--- config.mk ---
export PLATFORM = sky130hd
export DESIGN_NAME = motor_channel_supervisor
export DESIGN_NICKNAME = d
export VERILOG_FILES = /design/src/rtl/motor_sup_pkg.sv /design/src/rtl/motor_sup_channel.sv /design/src/rtl/motor_channel_supervisor.sv
export SDC_FILE = /design/constraint.sdc
export NUM_CORES = 2
export LEC_CHECK = 0
export BUFFER_PORTS_ARGS = -buffer_cell sky130_fd_sc_hd__buf_2
export CAP_MARGIN = 20
export CORE_ASPECT_RATIO = 0.7
export CORE_MARGIN = 2
export CORE_UTILIZATION = 63
export DETAILED_ROUTE_END_ITERATION = 7
export PLACE_DENSITY = 0.82
export SETUP_SLACK_MARGIN = 0.05
export SLEW_MARGIN = 20
export SYNTH_ARGS = -nofsm -noshare
export SYNTH_HDL_FRONTEND = slang
export SYNTH_HIERARCHICAL = 1
export SYNTH_SLANG_ARGS = --single-unit
--- constraint.sdc ---
create_clock -name clk -period 10.5 [get_ports clk]
set_input_delay 2.1 -clock clk [delete_from_list [all_inputs] [get_ports clk]]
set_output_delay 2.1 -clock clk [all_outputs]
set_load 0.02 [all_outputs]
--- src/rtl/motor_sup_pkg.sv ---
// Shared types and constants for the motor channel supervisor.
package motor_sup_pkg;

  typedef enum logic [1:0] {
    ST_DISABLED = 2'd0,
    ST_RUN      = 2'd1,
    ST_FAULT    = 2'd2
  } sup_state_e;

  localparam int CAUSE_DRV  = 0;
  localparam int CAUSE_HALL = 1;
  localparam int CAUSE_ENC  = 2;
  localparam int CAUSE_WDT  = 3;
  localparam int CAUSE_W    = 4;

endpackage

--- src/rtl/motor_sup_channel.sv ---
// One supervised channel: run/fault FSM, slew-limited reference, measurement watchdog, cause latch.
// state       | meaning
// ST_DISABLED | idle, iref held at 0, waiting for enable with no raw fault
// ST_RUN      | reference slews toward target on each update_tick
// ST_FAULT    | brake on, iref 0 with a valid per tick, waits for fault_clear
module motor_sup_channel
  import motor_sup_pkg::*;
#(
  parameter int DATA_WIDTH = 32,
  parameter int WDT_CYCLES = 100000
) (
  input  logic                  clk,
  input  logic                  reset,
  input  logic [DATA_WIDTH-1:0] cmd_data_i,
  input  logic                  cmd_valid_i,
  input  logic [DATA_WIDTH-1:0] slew_step_i,
  input  logic                  update_tick_i,
  input  logic                  enable_i,
  input  logic                  imeas_valid_i,
  input  logic                  drv_fault_n_i,
  input  logic                  hall_fault_n_i,
  input  logic                  enc_fault_n_i,
  input  logic                  fault_clear_i,
  output logic [DATA_WIDTH-1:0] iref_data_o,
  output logic                  iref_valid_o,
  output logic                  brake_o,
  output logic [CAUSE_W-1:0]    fault_cause_o
);

  localparam int CNT_W = (WDT_CYCLES > 2) ? $clog2(WDT_CYCLES) : 1;
  // Trip one count early so the fault lands on the edge where the count reaches WDT_CYCLES-1.
  localparam logic [CNT_W-1:0] CNT_TRIP = (WDT_CYCLES >= 2) ? CNT_W'(WDT_CYCLES - 2) : '0;
  localparam logic WDT_EN = (WDT_CYCLES != 0);

  sup_state_e              state_q, state_d;
  logic [DATA_WIDTH-1:0]   tgt_q, tgt_d, iref_q, iref_d, slewed;
  logic                    valid_q, valid_d;
  logic [CAUSE_W-1:0]      cause_q, cause_d;
  logic [CNT_W-1:0]        cnt_q, cnt_d;
  logic [2:0]              raw;
  logic                    wdt_trip;
  logic signed [DATA_WIDTH:0] diff;
  logic [DATA_WIDTH:0]     diff_abs;

  assign raw      = {~enc_fault_n_i, ~hall_fault_n_i, ~drv_fault_n_i};
  assign tgt_d    = cmd_valid_i ? cmd_data_i : tgt_q;
  assign wdt_trip = WDT_EN && (state_q == ST_RUN) && !imeas_valid_i && (cnt_q >= CNT_TRIP);

  always_comb begin
    diff     = $signed({tgt_d[DATA_WIDTH-1], tgt_d}) - $signed({iref_q[DATA_WIDTH-1], iref_q});
    diff_abs = diff[DATA_WIDTH] ? $unsigned(-diff) : $unsigned(diff);
    slewed   = tgt_d;
    if (slew_step_i != '0 && diff_abs > {1'b0, slew_step_i}) begin
      slewed = diff[DATA_WIDTH] ? (iref_q - slew_step_i) : (iref_q + slew_step_i);
    end
  end

  always_comb begin
    state_d = state_q;
    iref_d  = '0;
    valid_d = 1'b0;
    cnt_d   = '0;
    cause_d = cause_q;
    cause_d[CAUSE_DRV]  = cause_q[CAUSE_DRV]  | raw[0];
    cause_d[CAUSE_HALL] = cause_q[CAUSE_HALL] | raw[1];
    cause_d[CAUSE_ENC]  = cause_q[CAUSE_ENC]  | raw[2];
    cause_d[CAUSE_WDT]  = cause_q[CAUSE_WDT]  | wdt_trip;
    case (state_q)
      ST_DISABLED: begin
        if (|raw) begin
          state_d = ST_FAULT;
          valid_d = 1'b1;
        end else if (enable_i) begin
          state_d = ST_RUN;
        end
      end
      ST_RUN: begin
        if (|raw || wdt_trip) begin
          state_d = ST_FAULT;
          valid_d = 1'b1;
        end else if (!enable_i) begin
          state_d = ST_DISABLED;
          valid_d = 1'b1;
        end else begin
          iref_d  = update_tick_i ? slewed : iref_q;
          valid_d = update_tick_i;
          if (!imeas_valid_i) cnt_d = (cnt_q == '1) ? cnt_q : cnt_q + 1'b1;
        end
      end
      ST_FAULT: begin
        if (fault_clear_i && !(|raw)) begin
          state_d = ST_DISABLED;
          cause_d = '0;
        end else begin
          valid_d = update_tick_i;
        end
      end
      default: state_d = ST_DISABLED;
    endcase
  end

  always_ff @(posedge clk) begin
    if (reset) begin
      state_q <= ST_DISABLED;
      tgt_q   <= '0;
      iref_q  <= '0;
      valid_q <= 1'b0;
      cause_q <= '0;
      cnt_q   <= '0;
    end else begin
      state_q <= state_d;
      tgt_q   <= tgt_d;
      iref_q  <= iref_d;
      valid_q <= valid_d;
      cause_q <= cause_d;
      cnt_q   <= cnt_d;
    end
  end

  assign iref_data_o   = iref_q;
  assign iref_valid_o  = valid_q;
  assign brake_o       = (state_q == ST_FAULT);
  assign fault_cause_o = cause_q;

endmodule

--- src/rtl/motor_channel_supervisor.sv ---
// N-channel current-reference supervisor: per-channel supervision plus packing and global fault.
module motor_channel_supervisor
  import motor_sup_pkg::*;
#(
  parameter int CHANNELS   = 4,
  parameter int DATA_WIDTH = 32,
  parameter int WDT_CYCLES = 100000
) (
  input  logic                           clk,
  input  logic                           reset,
  input  logic [CHANNELS*DATA_WIDTH-1:0] cmd_data,
  input  logic [CHANNELS-1:0]            cmd_valid,
  input  logic [DATA_WIDTH-1:0]          slew_step,
  input  logic                           update_tick,
  input  logic [CHANNELS-1:0]            enable,
  input  logic [CHANNELS-1:0]            imeas_valid,
  input  logic [CHANNELS-1:0]            status_driver_fault_n,
  input  logic [CHANNELS-1:0]            status_hall_fault_n,
  input  logic [CHANNELS-1:0]            status_encoder_fault_n,
  input  logic                           fault_clear,
  output logic [CHANNELS*DATA_WIDTH-1:0] iref_data,
  output logic [CHANNELS-1:0]            iref_valid,
  output logic [CHANNELS-1:0]            brake,
  output logic                           fault,
  output logic [CHANNELS*CAUSE_W-1:0]    fault_cause
);

  for (genvar c = 0; c < CHANNELS; c++) begin : g_ch
    motor_sup_channel #(
      .DATA_WIDTH (DATA_WIDTH),
      .WDT_CYCLES (WDT_CYCLES)
    ) u_ch (
      .clk            (clk),
      .reset          (reset),
      .cmd_data_i     (cmd_data[c*DATA_WIDTH +: DATA_WIDTH]),
      .cmd_valid_i    (cmd_valid[c]),
      .slew_step_i    (slew_step),
      .update_tick_i  (update_tick),
      .enable_i       (enable[c]),
      .imeas_valid_i  (imeas_valid[c]),
      .drv_fault_n_i  (status_driver_fault_n[c]),
      .hall_fault_n_i (status_hall_fault_n[c]),
      .enc_fault_n_i  (status_encoder_fault_n[c]),
      .fault_clear_i  (fault_clear),
      .iref_data_o    (iref_data[c*DATA_WIDTH +: DATA_WIDTH]),
      .iref_valid_o   (iref_valid[c]),
      .brake_o        (brake[c]),
      .fault_cause_o  (fault_cause[c*CAUSE_W +: CAUSE_W])
    );
  end

  // A channel brakes exactly when it sits in FAULT.
  assign fault = |brake;

endmodule

After elaboration in Yosys (flattened, before gate mapping) --
Index checks and enable logic that the tools add are counted.
Storage, ports and cells: register bits after elaboration 352, output and inout port bits 153, word-level logic and storage cells 230
Cells by class: $add $sub $neg 20, order comparisons 8, eq/ne operators 24, muxes and demuxes 68, bitwise gates (word level) 36, reductions and logical operators 50
Operator list (number):
- $mux 32 | 12
- $gt 33x32->1 | 4
- $mux 33 | 4
- $neg 33->33 | 4
- $sub 32x32->33 | 4
- $add 32x32->32 | 4
- $sub 32x32->32 | 4
- $add 17x1->17 const B | 4
- $eq 17x17->1 const B | 4
- $ge 17x17->1 const B | 4
- $mux 2 | 20
- $mux 4 | 8
- $reduce_bool 32->1 | 1
- $pmux 2 s3 | 4
- $not 1->1 | 20
- $reduce_or 4->1 | 5
- $reduce_or 5->1 | 4
- $logic_and 1x1->1 | 16
- $mux 1 | 16
- $or 1x1->1 | 16
- $ne 3x2->1 const B | 4
- $ne 3x3->1 const B | 4
- $pmux 1 s3 | 4
- $reduce_and 3->1 | 4
- 7 further kinds | 32

Logic depth before layout (Yosys ltp) --
word-level depth 7, depth in mapped cells 31

By module --
Netlist, hierarchy kept.
By module, submodules not included:
- motor_sup_channel at g_ch[1].u_ch ... | times used 2, cells an instance 1310, area each 10040.9 µm², sequential area each 1761.7 µm²
- motor_sup_channel at g_ch[0].u_ch | times used 1, cells an instance 1259, area each 9769.4 µm², sequential area each 1761.7 µm²
- motor_sup_channel at g_ch[3].u_ch | times used 1, cells an instance 1302, area each 9675.5 µm², sequential area each 1761.7 µm²
- motor_channel_supervisor | times used 1, cells an instance 1, area each 7.5 µm², sequential area each 0.0 µm²

Worst setup path after synthesis --
OpenSTA, ideal clock, no wires.
kind input -> register, start input cmd_valid[3], end register g_ch[3].u_ch.iref_q[29], setup time 70 ps, data arrival time 8448 ps, path slack 1982 ps, stages 28, path buffers 5, cell sequence clkbuf_1 -> clkbuf_1 -> clkbuf_1 -> mux2i_1 -> ha_1 -> fa_1 -> nand2b_1 -> a21boi_1 -> o32a_1 -> o21ai_2 -> a211oi_1 -> or2_2 -> clkbuf_1 -> buf_1 -> nor2_1 -> a21oi_1 -> ha_1 -> nor2b_1 -> o31ai_1 -> a31oi_1 -> nand3_1 -> nand3_1 -> a221oi_1 -> o21ai_0 -> a311oi_1 -> xnor2_1 -> mux2i_1 -> a21oi_1
Between the ends: longest elaborated chain between the ends 7, elaborated cells on any way between the ends 8, classes of those cells add/sub: 2; order compare: 1; mux: 4; reduce/logical: 1
Ends and longest elaborated chain:
- from (decl) | RTL line motor_channel_supervisor.sv:12 | input logic [CHANNELS-1:0] cmd_valid,
- $mux 32 (*) | RTL line motor_sup_channel.sv:46 | assign tgt_d = cmd_valid_i ? cmd_data_i : tgt_q;
- $sub 32x32->33 | RTL line motor_sup_channel.sv:50 | diff = $signed({tgt_d[DATA_WIDTH-1], tgt_d}) - $signed({iref_q[DATA_WIDTH-1], iref_q});
- $neg 33->33 | RTL line motor_sup_channel.sv:51 | diff_abs = diff[DATA_WIDTH] ? $unsigned(-diff) : $unsigned(diff);
- $mux 33 | RTL line motor_sup_channel.sv:51
- $gt 33x32->1 | RTL line motor_sup_channel.sv:53 | if (slew_step_i != '0 && diff_abs > {1'b0, slew_step_i}) begin
- $logic_and 1x1->1 | RTL line motor_sup_channel.sv:53
- $mux 32 (*) | RTL line motor_sup_channel.sv:53
- to (signal assigned) | RTL line motor_sup_channel.sv:113 | iref_q <= iref_d;
- to (decl) | RTL line motor_sup_channel.sv:36 | logic [DATA_WIDTH-1:0] tgt_q, tgt_d, iref_q, iref_d, slewed;
Mark *: on every way between the ends. The rest lies on a longest branch, timed or not. A chain may end at the register's enable or synchronous reset.

Worst setup path after layout --
start input cmd_valid[2], end register g_ch[2].u_ch.iref_q[17]
Between the ends: longest elaborated chain between the ends 7, elaborated cells on any way between the ends 8, classes of those cells add/sub: 2; order compare: 1; mux: 4; reduce/logical: 1
Ends and longest elaborated chain (RTL line):
- $mux 32 (*) | motor_sup_channel.sv:46
- net g_ch[2].u_ch.tgt_d[6] | motor_sup_channel.sv:36
- $sub 32x32->33 (*) | motor_sup_channel.sv:50
- $neg 33->33 | motor_sup_channel.sv:51
- $mux 33 | motor_sup_channel.sv:51
- $gt 33x32->1 | motor_sup_channel.sv:53
- $logic_and 1x1->1 | motor_sup_channel.sv:53
- $mux 32 (*) | motor_sup_channel.sv:53
- to (signal assigned) | motor_sup_channel.sv:113
- to (decl) | motor_sup_channel.sv:36
Mark *: on every way through the listed nets, which the timed path passes. The rest lies on a longest branch.

==> run_results.csv <==
group,metric,value,unit
status,outcome,"finished with violations",
status,violations,"design-rule violations",
timing,hold_violations,0,
synthesis,synthArstFlopShare,0,%
drt,top_layer_used,"met4",
drt,drt_wl_total,129100,um
synthesis,ys_seq_area_share,17.82,%
timing,setup_viol,0,
global_route,gr-total-overflow,0,
timing,finalCriticalPeriod,9.354,ns
drt,routed_via_density,6.465,
floorplanning,die_y,213.6,um
cts,cts.htree.levels,2,
floorplanning,rows,76,
drt,antenna_left,0,
drt,wire_per_inst,20.75,um
layout,final_area,0.04274,mm^2
worst_setup_path,worst-path-buf-inv,1,
cts,clock_sinks,352,
cts,cts_buffers,38,
drt,drtIter0Drc,5296,
power,power_density,132.7,mW/mm^2
timing,setup_tns,0,ns
worst_setup_path,cpMostUsedCell,"a21o_1",
worst_setup_path,cp.required,11.00,ns
placement,dp.cells,6150,
power,leakage,18.65,nW
layout,fill_cells,5239,
synthesis,synth-edff-count,0,
cts,root_buffer,"clkbuf_16",
timing,relSlewSlack,27.33,%
synthesis,ys_warn_count,6,
floorplanning,pin_count,341,
worst_setup_path,worstSetupPathType,"input port to register",
run,maxCapViolations,0,
placement,place_area,0.04147,mm^2
drt,vias,40210,
power,ir_drop,0.1373,mV
global_route,grt_pass1_wl,198300,um
timing,fmax,106.9,MHz
cts,path_clk_slew,0.06,ns
timing,skew,0.01435,ns
layout,drive_gt1_share,12.09,%
timing,worst_pin_slew,1.076,ns
drt,wl_met1,59760,um
drt,drt_first_pass_iters,8,
synthesis,synth_nets,5778,
worst_setup_path,critPathCaptureType,"register",
drt,wl_met3,15890,um
global_route,grt_pass1_vias,35360,
cts,cts_setup_buffers,0,
synthesis,synthesis.instances,5182,
cts,clk_path_buf_depth,3,
worst_setup_path,slowest_delay,0.66,ns
synthesis,ys_ff_latch,352,
cts,cts-resized-gates,0,
global_route,grt_max_degree,110,
layout,syn2layout_area_growth,8.112,%
timing,min_period_over_period,89.09,%
synthesis,synth_area,0.03953,mm^2
layout,stdcell_count,6220,
floorplanning,fp.dieW,303.4,um
worst_setup_path,path_delay_family,"compound AO/OA/AOI/OAI gates",
synthesis,synth.avg_cell_area,7.629,um^2
drt,wl_met2,49520,um
worst_setup_path,start_kind,"input port",
synthesis,synth-main-ff-cell,"dfxtp_1",
timing,rsz0062_at_grt,"false",
placement,port_buffers,340,
floorplanning,die-area,0.06480,mm^2
floorplanning,core,0.06181,mm^2
worst_setup_path,crit_slowest_cell,"buf_2",
hold_path,hold_class,"register to register",
worst_setup_path,worstPathMaxFanout,32,
synthesis,synth_cell_type_count,120,
timing,drv_slew,0,
placement,dp_hpwl,100800,um
global_route,grt_util_all_layers,38.36,%
cts,clk_latency,0.59,ns
placement,place.gp.congestion,1.029,
layout,nets,5968,
drt,drc,6,
floorplanning,start_util,63.96,%
worst_setup_path,cp.arrival,9.85,ns
global_route,antenna_found_initial,3,
cts,ctsHoldBuffers,0,
timing,hold_ws,0.4550,ns
cts,cts_tree,"done",
==> flip-flops by register name (all words and copies together), names as in the netlist <==
signal                   cells
g_ch.u_ch/tgt_q            128
g_ch.u_ch/cnt_q             68
g_ch.u_ch/iref_data_o      128
g_ch.u_ch/iref_valid_o       4
g_ch.u_ch/fault_cause_o     16
g_ch.u_ch/state_q            8
==> report_power, final <==
group	switching, mW	total, mW	internal, mW
clock	0.600	1.40	0.795
sequential	0.0121	1.38	1.37
combinational	1.77	2.89	1.13
==> path summary, 6_finish.rpt <==
path	from	end	slack, ns	cells after the start
setup / recovery	cmd_valid[2]	g_ch[2].u_ch/iref_data_o[17]$_SDFFE_PP0P_	1.15	25
hold reg to reg	g_ch[1].u_ch/fault_cause_o[0]$_SDFF_PP0_	g_ch[1].u_ch/fault_cause_o[0]$_SDFF_PP0_	0.46	2
setup reg to reg	g_ch[2].u_ch/tgt_q[6]$_SDFF_PP0_	g_ch[2].u_ch/iref_data_o[17]$_SDFFE_PP0P_	3.20	24
hold / removal	g_ch[1].u_ch/fault_cause_o[0]$_SDFF_PP0_	g_ch[1].u_ch/fault_cause_o[0]$_SDFF_PP0_	0.46	2
==> cell families after synthesis <==
kind of cell             count (synthesis)  share of synthesized area (%)
AND/OR/NAND/NOR                       1620                          21.20
buffers and inverters                  585                          6.200
XOR/XNOR                               460                          10.23
flip-flops                             352                          17.82
AO/OA/AOI/OAI                         1511                          24.94
adder cells (fa/ha/maj)                408                          13.06
multiplexers                           246                          6.548
==> cell usage after synthesis, drive strengths merged (74+ instances only) <==
| library cell | number | area (um^2) |
|---|---|---|
| a21oi | 453 | 2346 |
| ha | 400 | 5005 |
| nor2 | 396 | 1491 |
| inv | 367 | 1378 |
| o21ai | 355 | 1807 |
| dfxtp | 352 | 7047 |
| nand2 | 332 | 1246 |
| xnor2 | 313 | 2756 |
| nor2b | 177 | 1112 |
| a21o | 155 | 1166 |
| xor2 | 147 | 1287 |
| mux2i | 145 | 1451 |
| clkbuf | 143 | 539.3 |
| nand3 | 138 | 700.7 |
| mux2 | 101 | 1137 |
| nor3 | 101 | 505.5 |
| nand4 | 79 | 519.3 |
| buf | 74 | 530.5 |
==> layout make-up <==
class                           instances  area [um^2]  area share (%)
Antenna cell                            2        5.005         0.01171
Inverter                              368         1381           3.232
Sequential cell                       352         7047           16.49
Clock buffer                           54         1125           2.632
Timing Repair Buffer                  367         1933           4.523
Multi-Input combinational cell       4245        30100           70.42
Clock inverter                         13        125.1          0.2927
Tap cell                              819         1025           2.398
==> worst reg2reg max path, stage by stage, from the launching register on <==
cell	delay, ns
dfxtp_1	0.30
mux2_2	0.28
ha_1	0.56
and2b_4	0.25
a311o_1	0.33
a311oi_2	0.27
o21ai_2	0.14
a211oi_4	0.33
or2b_1	0.29
nor3_1	0.27
and3_1	0.31
a41o_1	0.29
a21boi_0	0.28
xnor2_1	0.16
ha_1	0.26
a21o_1	0.16
a21o_1	0.17
a21o_1	0.17
a211o_1	0.30
a2111oi_0	0.54
a211o_1	0.45
nand2_1	0.27
nor2_1	0.49
a22oi_1	0.14
a31oi_1	0.21
==> layer usage <==
| layer | up-vias | GRT usage [%] |
|---|---|---|
| li1 | 19150 | - |
| met1 | 18740 | 58.84 |
| met2 | 2109 | 52.28 |
| met3 | 218 | 8.734 |
| met4 | 0 | 11.22 |
| met5 | - | 0 |
==> through the flow <==
step | setup slack [ns] | utilization (%) | power (mW)
after floorplan | 1.982 | - | 3.580
after global placement | 1.190 | 67.10 | 4.140
after detailed placement | 0.9976 | 67.10 | 4.194
after CTS | 1.576 | 69.12 | 5.596
after global routing | 0.9565 | 69.15 | 5.985
final | 1.146 | 69.15 | 5.673
==> layout by cell type (no fill, tap or decap), types with 26 or more instances in the layout <==
master | Yosys | final
a211oi_1 | 67 | 67
a21o_1 | 153 | 153
a21oi_1 | 436 | 436
a31oi_1 | 52 | 52
and2_1 | 45 | 45
and3_1 | 71 | 71
and4_1 | 26 | 26
buf_2 | 36 | 338
buf_4 | 10 | 26
clkbuf_16 | 0 | 41
dfxtp_1 | 352 | 352
ha_1 | 400 | 400
inv_1 | 364 | 364
mux2_2 | 101 | 101
mux2i_1 | 145 | 145
nand2_1 | 332 | 332
nand2b_1 | 48 | 48
nand3_1 | 136 | 136
nand4_1 | 75 | 75
nor2_1 | 394 | 394
nor2b_1 | 175 | 175
nor3_1 | 101 | 97
nor4_1 | 36 | 36
o211ai_1 | 51 | 51
o21a_1 | 63 | 63
o21ai_0 | 338 | 338
o31ai_1 | 47 | 47
or3_1 | 51 | 51
xnor2_1 | 311 | 311
xor2_1 | 147 | 147
Power figures use the tool's default switching activity.
